==> src/rtl/pipe_hazard_ctrl_if.sv <==
// Handshake bundle between the pipeline datapath and the hazard controller.
// The datapath drives the decode/execute/memory status and consumes enables and flushes.
interface pipe_hazard_ctrl_if #(
    parameter int CNT_W = 16
);
    logic [3:0]       id_r0_addr;
    logic [3:0]       id_r1_addr;
    logic             id_r0_read;
    logic             id_r1_read;
    logic             id_call;
    logic             id_halt;
    logic             ex_mem_read;
    logic [3:0]       ex_rd;
    logic             mem_branch_taken;
    logic             wb_ret;
    logic             dmem_ready;
    logic             mem_access;

    logic             pc_en;
    logic             ifid_en;
    logic             idex_en;
    logic             exmem_en;
    logic             memwb_en;
    logic             ifid_flush;
    logic             idex_flush;
    logic             exmem_flush;
    logic             halted;
    logic [CNT_W-1:0] stall_count;

    modport master (
        output id_r0_addr, id_r1_addr, id_r0_read, id_r1_read, id_call, id_halt,
               ex_mem_read, ex_rd, mem_branch_taken, wb_ret, dmem_ready, mem_access,
        input  pc_en, ifid_en, idex_en, exmem_en, memwb_en,
               ifid_flush, idex_flush, exmem_flush, halted, stall_count
    );

    modport slave (
        input  id_r0_addr, id_r1_addr, id_r0_read, id_r1_read, id_call, id_halt,
               ex_mem_read, ex_rd, mem_branch_taken, wb_ret, dmem_ready, mem_access,
        output pc_en, ifid_en, idex_en, exmem_en, memwb_en,
               ifid_flush, idex_flush, exmem_flush, halted, stall_count
    );
endinterface

==> src/rtl/pipe_hazard_ctrl.sv <==
// Stall/flush sequencer for the 5-stage pipeline: prioritised hazard and redirect
// handling, the halt-drain FSM, and a saturating stall-cycle counter.
module pipe_hazard_ctrl #(
    parameter int DRAIN_CYCLES = 3,
    parameter int CNT_W        = 16
) (
    input  logic                clk,
    input  logic                rst,
    pipe_hazard_ctrl_if.slave   bus
);

    localparam int DW = (DRAIN_CYCLES < 2) ? 1 : $clog2(DRAIN_CYCLES);

    typedef enum logic [1:0] {
        RUN   = 2'd0,
        DRAIN = 2'd1,
        HALT  = 2'd2
    } state_e;

    state_e           state_q, state_d;
    logic [DW-1:0]    drain_cnt_q, drain_cnt_d;
    logic [CNT_W-1:0] stall_cnt_q, stall_cnt_d;

    logic pc_en, ifid_en, idex_en, exmem_en, memwb_en;
    logic ifid_flush, idex_flush, exmem_flush;
    logic mem_wait, redirect, load_use, drain_last;

    function automatic logic [CNT_W-1:0] sat_inc(input logic [CNT_W-1:0] v);
        return (&v) ? v : v + CNT_W'(1);
    endfunction

    assign mem_wait   = bus.mem_access && !bus.dmem_ready;
    assign redirect   = bus.wb_ret || bus.mem_branch_taken;
    assign load_use   = bus.ex_mem_read &&
                        ((bus.id_r0_read && (bus.id_r0_addr == bus.ex_rd)) ||
                         (bus.id_r1_read && (bus.id_r1_addr == bus.ex_rd)));
    assign drain_last = (drain_cnt_q == DW'(DRAIN_CYCLES - 1));

    always_comb begin
        state_d     = state_q;
        drain_cnt_d = drain_cnt_q;
        pc_en       = 1'b1;
        ifid_en     = 1'b1;
        idex_en     = 1'b1;
        exmem_en    = 1'b1;
        memwb_en    = 1'b1;
        ifid_flush  = 1'b0;
        idex_flush  = 1'b0;
        exmem_flush = 1'b0;

        if (rst) begin
            pc_en       = 1'b0;
            ifid_flush  = 1'b1;
            idex_flush  = 1'b1;
            exmem_flush = 1'b1;
            state_d     = RUN;
            drain_cnt_d = '0;
        end else if (state_q == HALT) begin
            pc_en    = 1'b0;
            ifid_en  = 1'b0;
            idex_en  = 1'b0;
            exmem_en = 1'b0;
            memwb_en = 1'b0;
        end else if (mem_wait) begin
            // Whole pipe frozen, drain progress included.
            pc_en    = 1'b0;
            ifid_en  = 1'b0;
            idex_en  = 1'b0;
            exmem_en = 1'b0;
            memwb_en = 1'b0;
        end else if (redirect) begin
            // An older redirect proves any draining HLT was wrong-path.
            ifid_flush  = 1'b1;
            idex_flush  = 1'b1;
            exmem_flush = 1'b1;
            state_d     = RUN;
            drain_cnt_d = '0;
        end else if (state_q == DRAIN) begin
            pc_en      = 1'b0;
            ifid_en    = 1'b0;
            idex_flush = 1'b1;
            if (drain_last) begin
                state_d     = HALT;
                drain_cnt_d = '0;
            end else begin
                drain_cnt_d = drain_cnt_q + DW'(1);
            end
        end else if (bus.id_call) begin
            ifid_flush = 1'b1;
        end else if (bus.id_halt) begin
            state_d     = DRAIN;
            drain_cnt_d = '0;
        end else if (load_use) begin
            pc_en      = 1'b0;
            ifid_en    = 1'b0;
            idex_flush = 1'b1;
        end
    end

    always_comb begin
        stall_cnt_d = stall_cnt_q;
        if (!pc_en && (state_q != HALT)) begin
            stall_cnt_d = sat_inc(stall_cnt_q);
        end
    end

    always_ff @(posedge clk) begin
        if (rst) begin
            state_q     <= RUN;
            drain_cnt_q <= '0;
            stall_cnt_q <= '0;
        end else begin
            state_q     <= state_d;
            drain_cnt_q <= drain_cnt_d;
            stall_cnt_q <= stall_cnt_d;
        end
    end

    assign bus.pc_en       = pc_en;
    assign bus.ifid_en     = ifid_en;
    assign bus.idex_en     = idex_en;
    assign bus.exmem_en    = exmem_en;
    assign bus.memwb_en    = memwb_en;
    assign bus.ifid_flush  = ifid_flush;
    assign bus.idex_flush  = idex_flush;
    assign bus.exmem_flush = exmem_flush;
    assign bus.halted      = (state_q == HALT);
    assign bus.stall_count = stall_cnt_q;

endmodule
==> src/flat_wrapper.sv <==
// flat-port wrapper written by rule: the top's interface ports become plain ports
module pipe_hazard_ctrl_flat 
#(
    parameter int DRAIN_CYCLES = 3,
    parameter int CNT_W        = 16
)
  (clk, rst, bus_id_r0_addr, bus_id_r1_addr, bus_id_r0_read, bus_id_r1_read, bus_id_call, bus_id_halt, bus_ex_mem_read, bus_ex_rd, bus_mem_branch_taken, bus_wb_ret, bus_dmem_ready, bus_mem_access, bus_pc_en, bus_ifid_en, bus_idex_en, bus_exmem_en, bus_memwb_en, bus_ifid_flush, bus_idex_flush, bus_exmem_flush, bus_halted, bus_stall_count);
  pipe_hazard_ctrl_if #(.CNT_W(CNT_W)) bus_i ();
  input  logic clk;
  input  logic rst;
  input wire logic [$bits(bus_i.id_r0_addr)-1:0] bus_id_r0_addr;
  input wire logic [$bits(bus_i.id_r1_addr)-1:0] bus_id_r1_addr;
  input wire logic [$bits(bus_i.id_r0_read)-1:0] bus_id_r0_read;
  input wire logic [$bits(bus_i.id_r1_read)-1:0] bus_id_r1_read;
  input wire logic [$bits(bus_i.id_call)-1:0] bus_id_call;
  input wire logic [$bits(bus_i.id_halt)-1:0] bus_id_halt;
  input wire logic [$bits(bus_i.ex_mem_read)-1:0] bus_ex_mem_read;
  input wire logic [$bits(bus_i.ex_rd)-1:0] bus_ex_rd;
  input wire logic [$bits(bus_i.mem_branch_taken)-1:0] bus_mem_branch_taken;
  input wire logic [$bits(bus_i.wb_ret)-1:0] bus_wb_ret;
  input wire logic [$bits(bus_i.dmem_ready)-1:0] bus_dmem_ready;
  input wire logic [$bits(bus_i.mem_access)-1:0] bus_mem_access;
  output wire logic [$bits(bus_i.pc_en)-1:0] bus_pc_en;
  output wire logic [$bits(bus_i.ifid_en)-1:0] bus_ifid_en;
  output wire logic [$bits(bus_i.idex_en)-1:0] bus_idex_en;
  output wire logic [$bits(bus_i.exmem_en)-1:0] bus_exmem_en;
  output wire logic [$bits(bus_i.memwb_en)-1:0] bus_memwb_en;
  output wire logic [$bits(bus_i.ifid_flush)-1:0] bus_ifid_flush;
  output wire logic [$bits(bus_i.idex_flush)-1:0] bus_idex_flush;
  output wire logic [$bits(bus_i.exmem_flush)-1:0] bus_exmem_flush;
  output wire logic [$bits(bus_i.halted)-1:0] bus_halted;
  output wire logic [$bits(bus_i.stall_count)-1:0] bus_stall_count;
  assign bus_i.id_r0_addr = bus_id_r0_addr;
  assign bus_i.id_r1_addr = bus_id_r1_addr;
  assign bus_i.id_r0_read = bus_id_r0_read;
  assign bus_i.id_r1_read = bus_id_r1_read;
  assign bus_i.id_call = bus_id_call;
  assign bus_i.id_halt = bus_id_halt;
  assign bus_i.ex_mem_read = bus_ex_mem_read;
  assign bus_i.ex_rd = bus_ex_rd;
  assign bus_i.mem_branch_taken = bus_mem_branch_taken;
  assign bus_i.wb_ret = bus_wb_ret;
  assign bus_i.dmem_ready = bus_dmem_ready;
  assign bus_i.mem_access = bus_mem_access;
  assign bus_pc_en = bus_i.pc_en;
  assign bus_ifid_en = bus_i.ifid_en;
  assign bus_idex_en = bus_i.idex_en;
  assign bus_exmem_en = bus_i.exmem_en;
  assign bus_memwb_en = bus_i.memwb_en;
  assign bus_ifid_flush = bus_i.ifid_flush;
  assign bus_idex_flush = bus_i.idex_flush;
  assign bus_exmem_flush = bus_i.exmem_flush;
  assign bus_halted = bus_i.halted;
  assign bus_stall_count = bus_i.stall_count;
  pipe_hazard_ctrl #(.DRAIN_CYCLES(DRAIN_CYCLES), .CNT_W(CNT_W)) u_core (.clk(clk), .rst(rst), .bus(bus_i));
endmodule
==> config.mk <==
export PLATFORM = sky130hd
export DESIGN_NAME = pipe_hazard_ctrl_flat
export DESIGN_NICKNAME = d
export VERILOG_FILES = /design/src/rtl/pipe_hazard_ctrl_if.sv /design/src/rtl/pipe_hazard_ctrl.sv /design/src/flat_wrapper.sv
export SDC_FILE = /design/constraint.sdc
export NUM_CORES = 1
export LEC_CHECK = 0
export CAP_MARGIN = 20
export CORE_MARGIN = 2
export CORE_UTILIZATION = 45
export CTS_BUF_LIST = sky130_fd_sc_hd__clkbuf_4 sky130_fd_sc_hd__clkbuf_8 sky130_fd_sc_hd__clkbuf_16
export DETAILED_ROUTE_END_ITERATION = 7
export PLACE_DENSITY = 0.8
export SLEW_MARGIN = 25
export SYNTH_ARGS = -nofsm -noshare
export SYNTH_HDL_FRONTEND = slang
export SYNTH_SLANG_ARGS = --single-unit
==> constraint.sdc <==
create_clock -name clk -period 5.7 [get_ports clk]
set_input_delay 1.71 -clock clk [delete_from_list [all_inputs] [get_ports clk]]
set_output_delay 1.71 -clock clk [all_outputs]
set_load 0.01 [all_outputs]
==> run metrics, run 1 <==
vias per inst 6.01; post-synthesis cell area 0.00134 sq mm; switching portion of total power 26.7%; root buffer cell clkbuf_4; CP required 3.99 ns; Seq/Total Area, Yosys 29.9%; Psw 72.8 uW; share of cells above drive strength 1 9.36%; number of global-route vias before repair 1282; Synth area leader dfxtp_1; Core Box Area 0.00281 sq mm; Vias 1406; Hold Path Depth 2; CTS tree yes; fin crit period 5.61 ns; setup total negative slack 0 ns; GP Congestion 0.816; Max Slew Vio Count 0; YS warnings 0; Initial Util 47.8%; Async S/R FF share, synth 0%; HP Start u_core.bus.stall_count[12]; CTS clk-pin slew, worst paths 0.10 ns; grt met3 use 4.84%; post-CTS setup buffer count 0; clk sinks 20; Hold Vio Cnt, Final 0; first-pass GRT wire length 6090 microns; flops & latches, synth 20; Final Hold Slack 0.510 ns; drt total wl 3770 microns; met2 Track Usage GR 38.2%; CP max FO 7; Core Rows 19; GRT Total Usage 22.8%; share of Yosys cell area claimed by the top area cell type 29.9%; Non-Filler Instances 234; syn_nets 183; Cells after Synth 159; NumNets Final 229; peak supply drop 0.191 mV; number of diodes 0; Flop pwr share 52.7%; status completed; die footprint 0.00343 sq mm; most common cell in the synthesized netlist dfxtp_1; Hold WC Path Type register to register; top post-synthesis cells by count dfxtp_1, nor2_1, a21oi_1, nor2b_1; syn_area_per_cell 8.44 sq um; Multi-input gate area 907 sq um; maxcap violations 0; fin area 0.00187 sq mm; area grow syn2layout 39.6%; Skew-Pair Late Insertion Delay 0.29 ns; Distinct cells, synth 43; RSZ-0062 raised after global routing false; # fillers 237; Die W 58.6 microns; top_reg_cell synth dfxtp_1; Reg2Reg Setup Slack 3.33 ns; ranking of synthesized cells by area dfxtp_1, mux2_1, nor2_1; maximum clock rate 178 MHz; CTS buffer count 3; RR Startpoint u_core.bus.stall_count[9]; Pwr Density 146 mW/mm^2; startpoint class of the critical path primary input; IO Port Bufs 47; pin count of the biggest net entering global routing 20; io pins 48; Final Setup Violations 0; actual slew at the worst max-slew pin 0.900 ns; combinational share of power 23.9%; internal power 200 uW; Die H 58.6 microns; worst flop-to-flop path endpoint u_core.bus.stall_count[7]; dpl cells 231; number of synthesized flops with an enable pin 0; leakage 0.000659 uW; kind of critical path primary input to output pin; Post-DRT Antenna Nets 0; H-tree depth 1; DR WL/cell 16.1 microns; Storage cell area 400 sq um; R2R cell count 6; DR DRC count 0; Slew HR 39.5%; clock network power share 23.4%; fin crit share 98.5%; grt ovf 0; DR pass1 iterations 4; global routing usage on met1 30.9%; Hold Path End u_core.bus.stall_count[12]; Detailed Place HPWL 2910 microns; CTS Buffer Depth 2; fin util 66.7%; DP Area 0.00183 sq mm; grt peak-use layer met2; DRT iter0 DRCs 68; crit end category output pin; initial antenna violation count 0; CP Data Arrival Time 3.90 ns; Final Skew 0.00605 ns
-- cell usage in the layout, fill, tap and decap left out, types with 2 or more instances in the layout --
cell,count
nand3_1,7
nand4_1,4
inv_1,2
or3_1,2
o31ai_1,7
nor4_4,2
nor3_1,3
clkbuf_4,3
nand2_1,6
clkdlybuf4s50_1,46
o21bai_1,2
o21a_1,2
xor2_1,4
buf_4,3
a211oi_1,2
a21oi_1,11
nor2b_1,9
xnor2_1,4
nor2_1,18
mux2_1,7
nor3b_1,2
and3_1,2
dfxtp_1,20
o21ai_1,2
nand2b_1,3
or4_1,7
a2111oi_2,4
or2_2,2
a21o_1,2
-- cells by family after synthesis --
kind of cell	count (synthesis)	share of synthesized area (%)
AND/OR/NAND/NOR	73	31.5
XOR/XNOR	8	5.22
flip-flops	20	29.9
buffers and inverters	11	3.64
adder cells (fa/ha/maj)	1	0.933
AO/OA/AOI/OAI	38	22.2
multiplexers	8	6.62
-- area by class of cell --
type                    count  share of cell area, %
multi-input cells         128                   48.5
repair buffers             50                   26.5
flip-flops and latches     20                   21.4
well taps                  31                   2.07
clock buffers               3                   1.20
inverters                   2                  0.401
-- flip-flops by register name (all words and copies together), names as in the netlist --
signal / count
u_core.drain_cnt_q: 2
u_core.state_q: 2
u_core.bus.stall_count: 16
-- critical path: stages --
cell	delay, ns
clkdlybuf4s50_1	0.46
or3b_4	0.44
nor4_4	0.28
and3_4	0.26
o21ai_4	0.11
nand2_1	0.12
nand2b_1	0.06
clkdlybuf4s50_1	0.47
-- routing by layer --
metal  vias to the layer above  routed length (microns)
li1                        675                        -
met1                       675                     1640
met2                        52                     1890
met3                         4                      217
met4                         0                       25
met5                         -                        0
-- power groups by stage --
stage,combinational [uW],clock (uW),sequential [uW]
floorplan,31.2,0,147
global placement,61.1,0,147
detailed placement,63.8,0,147
CTS,64.1,65.9,144
global route,70.0,73.1,144
finish,65.2,63.9,144
-- timing repair --
| action | CTS | global route |
|---|---|---|
| endpoints found under the hold margin | 0 | 0 |
| resized for setup | 0 | 3 |
| hold buffers | 0 | 0 |
| endpoints found under the setup margin | 0 | 3 |
-- worst max path at each step --
stage / to / slack (ns) / startpoint / cells past startpoint
CTS: bus_pc_en / 0.03 / bus_id_call / 8
detailed placement: bus_pc_en / 0.03 / bus_id_call / 8
global placement: bus_ifid_en / 0.16 / bus_id_call / 8
floorplan: bus_pc_en / 1.04 / rst / 5
finish: bus_ifid_en / 0.09 / bus_id_call / 8
global route: bus_ifid_en / 0.009 / bus_id_call / 8
-- per-stage QoR --
step / worst slack [ns] / total power [uW]
5_1_grt: 0.00860 / 287
6_report: 0.0878 / 273
4_1_cts: 0.0277 / 274
2_1_floorplan: 1.04 / 178
3_3_place_gp: 0.155 / 208
3_5_place_dp: 0.0326 / 211
Note: power is estimated with default switching activity, not from simulation.
==> inputs of run 2 (changes only) <==
- GPL_TIMING_DRIVEN: unset -> 0
==> run 2 against run 1 <==
Against the previous run:
- power grew 20%
- largest power group unchanged
- fmax is essentially flat
- critical path type unchanged
- combinational power shrank 1%
- non-clock buffer count grew 5
- final cell count grew 2.6%
- global-route usage shrank 1.0 points
- critical endpoint is now bus_pc_en
==> run metrics, run 2 (synthesis results as in run 1) <==
kind of critical path primary input to output pin; Die H 58.6 microns (unchanged); pin count of the biggest net entering global routing 13 (-35%); drt total wl 3540 microns (-6.2%); share of cells above drive strength 1 9.09% (-0.27 points); first-pass GRT wire length 5910 microns (-3.1%); DRT met1 WL 1600 microns (-2.5%); post-CTS setup buffer count 0 (unchanged); DR WL/cell 14.7 microns (-8.6%); CP cell instances clkdlybuf4s50_1 -> or3b_4 -> o31ai_2 -> o21ai_4 -> nand2_1 -> nor2_1 -> clkdlybuf4s50_1; number of diodes 0 (unchanged); vias per inst 5.80 (-3.5%); maxcap violations 0 (unchanged); leakage 0.000658 uW (-0.24%); CTS clk-pin slew, worst paths 0.12 ns (+0.02 ns); CP max FO 7 (unchanged); grt ovf 0 (unchanged); DR DRC count 0 (unchanged); final setup margin 0.0923 ns (+0.00452 ns); initial antenna violation count 0 (unchanged); DRT iter0 DRCs 51 (-25%); Slowest-stage cell, CP clkdlybuf4s50_1; CP required 3.99 ns (about the same); die footprint 0.00343 sq mm (unchanged); metal2 WL 1730 microns (-8.3%); Core Box Area 0.00281 sq mm (unchanged); GP Congestion 0.823 (+0.89%); combinational share of power 19.7% (-4.2 points); maximum clock rate 178 MHz (about the same); hold-fix buffers at CTS 0 (unchanged); CTS tree yes; Psw 80.3 uW (+10%); peak supply drop 0.141 mV (-26%); CTS buffer count 3 (unchanged); Final Setup Violations 0 (unchanged); root buffer cell clkbuf_4; actual slew at the worst max-slew pin 0.537 ns (-0.363 ns); number of global-route vias before repair 1259 (-1.8%); fin area 0.00190 sq mm (+1.5%); Setup crit start bus_id_call; Hold Vio Cnt, Final 0 (unchanged); most frequent cells in the layout clkdlybuf4s50_1, dfxtp_1, nor2_1; Die W 58.6 microns (unchanged); internal power 247 uW (+23%); Hold WC Path Type register to register; Post-DRT Antenna Nets 0 (unchanged); Slew HR 63.9% (+24 points); RR Startpoint u_core.bus.stall_count[7]; CTS Buffer Depth 2 (unchanged); most used cell, CP clkdlybuf4s50_1; post-cts sizing count 0 (unchanged); Pwr Density 172 mW/mm^2 (+18%); NumNets Final 234 (+2.2%); startpoint class of the critical path primary input; Highest Signal Layer met4; area grow syn2layout 41.6%; H-tree depth 1 (unchanged); Final Skew 0.00117 ns (-0.00488 ns); pre-CTS WS 0.0535 ns (+0.0209 ns); switching portion of total power 24.6% (-2.1 points); commonest non-fill, non-tap cell in the layout clkdlybuf4s50_1; Initial Util 47.8% (unchanged); max FFs per register 16 (unchanged); Skew-Pair Late Insertion Delay 0.31 ns (+0.02 ns); crit end category output pin; fin crit share 98.4% (about the same); GRT Total Usage 21.8% (-1.0 points); status completed; Final Hold Slack 0.509 ns (-0.00115 ns); DP Area 0.00184 sq mm (+0.48%); Vias 1392 (-1.0%); CP Data Arrival Time 3.90 ns (about the same); Detailed Place HPWL 2720 microns (-6.6%); IO Port Bufs 46 (-2.1%); fin crit period 5.61 ns (-0.00452 ns); Core Rows 19 (unchanged); Max Slew Vio Count 0 (unchanged); HP Start u_core.state_q[1]; io pins 48 (unchanged); DR pass1 iterations 4 (unchanged); DR WL met3 160 microns (-26%); crit-path max cell delay 0.49 ns (+0.02 ns); Flop pwr share 44.0% (-8.7 points); clk sinks 20 (unchanged); clock network power share 36.2% (+13 points)
run 2: cell count changes in the layout (fill, tap and decap cells not counted):
cell and delta:
clkbuf_1 +6, buf_1 +1, buf_4 -1, bufinv_16 +1, dlymetal6s2s_1 -1, nor4_2 +1
nor4_4 -1
run 2: worst paths after layout:
path	cells after the start	slack, ns	to
worst max-delay path	7	0.09	bus_pc_en
worst min-delay path	2	0.51	u_core.state_q[1]
worst max register to register	7	3.42	u_core.bus.stall_count[1]
worst min register to register	2	0.51	u_core.state_q[1]
run 2: layout make-up:
class | instances | area, sq um
Fill cell | 244 | 906
Multi-Input combinational cell | 128 | 898
Timing Repair Buffer | 46 | 460
Sequential cell | 20 | 400
Buffer | 9 | 41.3
Tap cell | 31 | 38.8
Clock inverter | 1 | 30.0
Clock buffer | 3 | 22.5
Inverter | 2 | 7.51
run 2: stage by stage:
| step | instances | power (uW) | setup TNS (ns) | util, % |
|---|---|---|---|---|
| 4_1_cts | 240 | 328 | 0 | 67.5 |
| 2_1_floorplan | 159 | 178 | 0 | - |
| 6_report | 240 | 327 | 0 | 67.7 |
| 5_1_grt | 240 | 340 | -0.0262 | 67.7 |
| 3_3_place_gp | 236 | 208 | 0 | 65.6 |
| 3_5_place_dp | 236 | 211 | 0 | 65.6 |
run 2: layer usage:
layer  vias up  GRT usage [%]
met4         0           5.52
met2        35           36.1
li1        687              -
met5         -              0
met1       664           29.1
met3         6           4.62
run 2: power groups by stage:
stage | clock network (uW) | logic (uW) | registers (uW)
after floorplan | 0 | 31.2 | 147
after global placement | 0 | 61.5 | 147
after detailed placement | 0 | 63.7 | 147
after CTS | 120 | 64.1 | 144
after global routing | 126 | 69.7 | 144
final | 118 | 64.5 | 144
run 2: worst max-delay path, delay by kind of cell:
family	cells	cell delay, ns
buffers and inverters	2	0.93
AO/OA/AOI/OAI	2	0.66
AND/OR/NAND/NOR	3	0.59
==> inputs of run 3 (changes only) <==
- CAP_MARGIN: 20 -> unset
- SETUP_SLACK_MARGIN: unset -> 0.1
==> run 3 against run 2 <==
Against the previous run:
- die area did not move
- fmax rose by 5.4%
- combinational power rose by 3.1%
- global-route usage barely moved
- clock power barely moved
- setup slack improved by 0.28 ns
- critical path depth fell by 1
- critical endpoint is now bus_idex_en
- clock-buffer cell count did not move
- sequential power barely moved
- non-clock buffer count rose by 1
- first-iteration DRC count did not move
- largest power group unchanged
==> run metrics, run 3 (synthesis results as in run 1) <==
status completed; fin area 0.00193 sq mm (+1.8%); Vias 1390 (-0.14%); delay-heaviest family, CP buffers and inverters; Hold WC Path Type register to register; CTS Buffer Depth 2 (unchanged); fin crit share 93.4% (-5.0 points); Slowest-stage cell, CP clkdlybuf4s50_1; kind of critical path primary input to output pin; Final Skew 0.00120 ns (+0.0000305 ns); Die H 58.6 microns (unchanged); Hold Vio Cnt, Final 0 (unchanged); Final Setup Violations 0 (unchanged); number of diodes 0 (unchanged); CP required 3.99 ns (about the same); vias per inst 5.77 (-0.56%); io pins 48 (unchanged); CP cell instances clkbuf_1 -> clkbuf_2 -> clkbuf_1 -> nand2b_1 -> buf_4 -> clkdlybuf4s50_1; drt total wl 3650 microns (+3.3%); DRT iter0 DRCs 51 (unchanged); DP Area 0.00184 sq mm (unchanged); initial antenna violation count 0 (unchanged); max FFs per register 16 (unchanged); global routing usage on met1 29.1% (unchanged); GRT Total Usage 21.9% (+0.046 points); Detailed Place HPWL 2720 microns (unchanged); Hold Path Depth 2 (unchanged); # fillers 238 (-2.5%); grt met3 use 4.84% (+0.22 points); area grow syn2layout 44.1%; IO Port Bufs 46 (unchanged); startpoint class of the critical path primary input; Final Hold Slack 0.510 ns (+0.00150 ns); CP max FO 10 (+3); root buffer cell clkbuf_4; H-tree depth 1 (unchanged); CP Data Arrival Time 3.61 ns (-0.29 ns); peak supply drop 0.141 mV (about the same); Die W 58.6 microns (unchanged); crit-path max cell delay 0.52 ns (+0.03 ns); Post-DRT Antenna Nets 0 (unchanged); Initial Util 47.8% (unchanged); commonest non-fill, non-tap cell in the layout clkdlybuf4s50_1; DR WL/cell 15.2 microns (+2.9%); Buf+Inv Stages, Crit Path 5 (+3); number of global-route vias before repair 1262 (+0.24%); number of stages on the worst setup path 6 (-1); Core Rows 19 (unchanged); pin count of the biggest net entering global routing 13 (unchanged); clk sinks 20 (unchanged); post-layout total power 329 uW (+0.68%); maximum clock rate 188 MHz (+5.4%); CTS buffer count 3 (unchanged); CTS tree yes; share of cells above drive strength 1 10.0% (+0.91 points); fin crit period 5.32 ns (-0.285 ns); RSZ-0062 raised after global routing false; most used cell, CP clkbuf_1; maxcap violations 0 (unchanged); setup total negative slack 0 ns (unchanged); met2 Track Usage GR 36.0% (-0.16 points); Skew-Pair Late Insertion Delay 0.31 ns (about the same); actual slew at the worst max-slew pin 0.534 ns (-0.00340 ns); most frequent cells in the layout clkdlybuf4s50_1, dfxtp_1, nor2_1; die footprint 0.00343 sq mm (unchanged); Pwr Density 170 mW/mm^2 (-1.1%); R2R cell count 7 (unchanged); crit end category output pin; leakage 0.000686 uW (+4.3%); GP Congestion 0.823 (unchanged); Max Slew Vio Count 0 (unchanged); first-pass GRT wire length 5910 microns (+0.12%); Slew HR 64.3% (+0.36 points); DR pass1 iterations 4 (unchanged); grt peak-use layer met2; DR DRC count 0 (unchanged); grt ovf 0 (unchanged); Core Box Area 0.00281 sq mm (unchanged); NumNets Final 235 (+0.43%); CTS clk-pin slew, worst paths 0.12 ns (about the same)
-- run 3: final timing paths --
path                              from                   endpoint  slack, ns
max reg2reg  u_core.bus.stall_count[7]  u_core.bus.stall_count[1]       3.41
max                                rst                bus_idex_en       0.38
min                  u_core.state_q[1]          u_core.state_q[1]       0.51
min reg2reg          u_core.state_q[1]          u_core.state_q[1]       0.51
-- run 3: cell type report --
type / count / area [sq um] / area share (%)
Buffer: 9 / 42.5 / 2.20
Clock buffer: 3 / 22.5 / 1.17
Clock inverter: 1 / 30.0 / 1.55
Inverter: 2 / 7.51 / 0.388
Multi-Input combinational cell: 128 / 916 / 47.4
Sequential cell: 20 / 400 / 20.7
Tap cell: 31 / 38.8 / 2.01
Timing Repair Buffer: 47 / 475 / 24.6
-- run 3: where the power goes --
group,internal [uW],switching [uW],leakage [uW]
sequential,142,2.29,0.000162
combinational,33.9,32.6,0.000497
clock,71.1,47.6,0.0000279
total,247,82.4,0.000686
-- run 3: through the flow --
step,std cells,utilization [%],setup slack [ns]
floorplan,159,-,1.04
global placement,236,65.6,0.0836
detailed placement,236,65.6,0.0535
CTS,241,68.0,0.0953
global route,241,68.9,0.264
finish,241,68.9,0.377
-- run 3: what timing repair did --
item                       4_1_cts  5_1_grt
resized for setup                1        6
hold buffers                     0        0
pin swaps                        1        1
setup endpoints to repair        3        3
setup buffers                    1        0
gates cloned                     0        0
-- run 3: worst register-to-register path, stage by stage, from the launching register on --
cell	delay (ns)
dfxtp_1	0.49
and4_1	0.25
and3_1	0.23
a31o_2	0.29
a21o_1	0.28
clkbuf_1	0.38
nor3b_1	0.10
o21ba_1	0.19
-- run 3: routing by layer --
layer / vias to the layer above / wire length, microns
met4: 0 / 44
met3: 6 / 133
met5: - / 0
met2: 35 / 1800
li1: 687 / -
met1: 662 / 1680
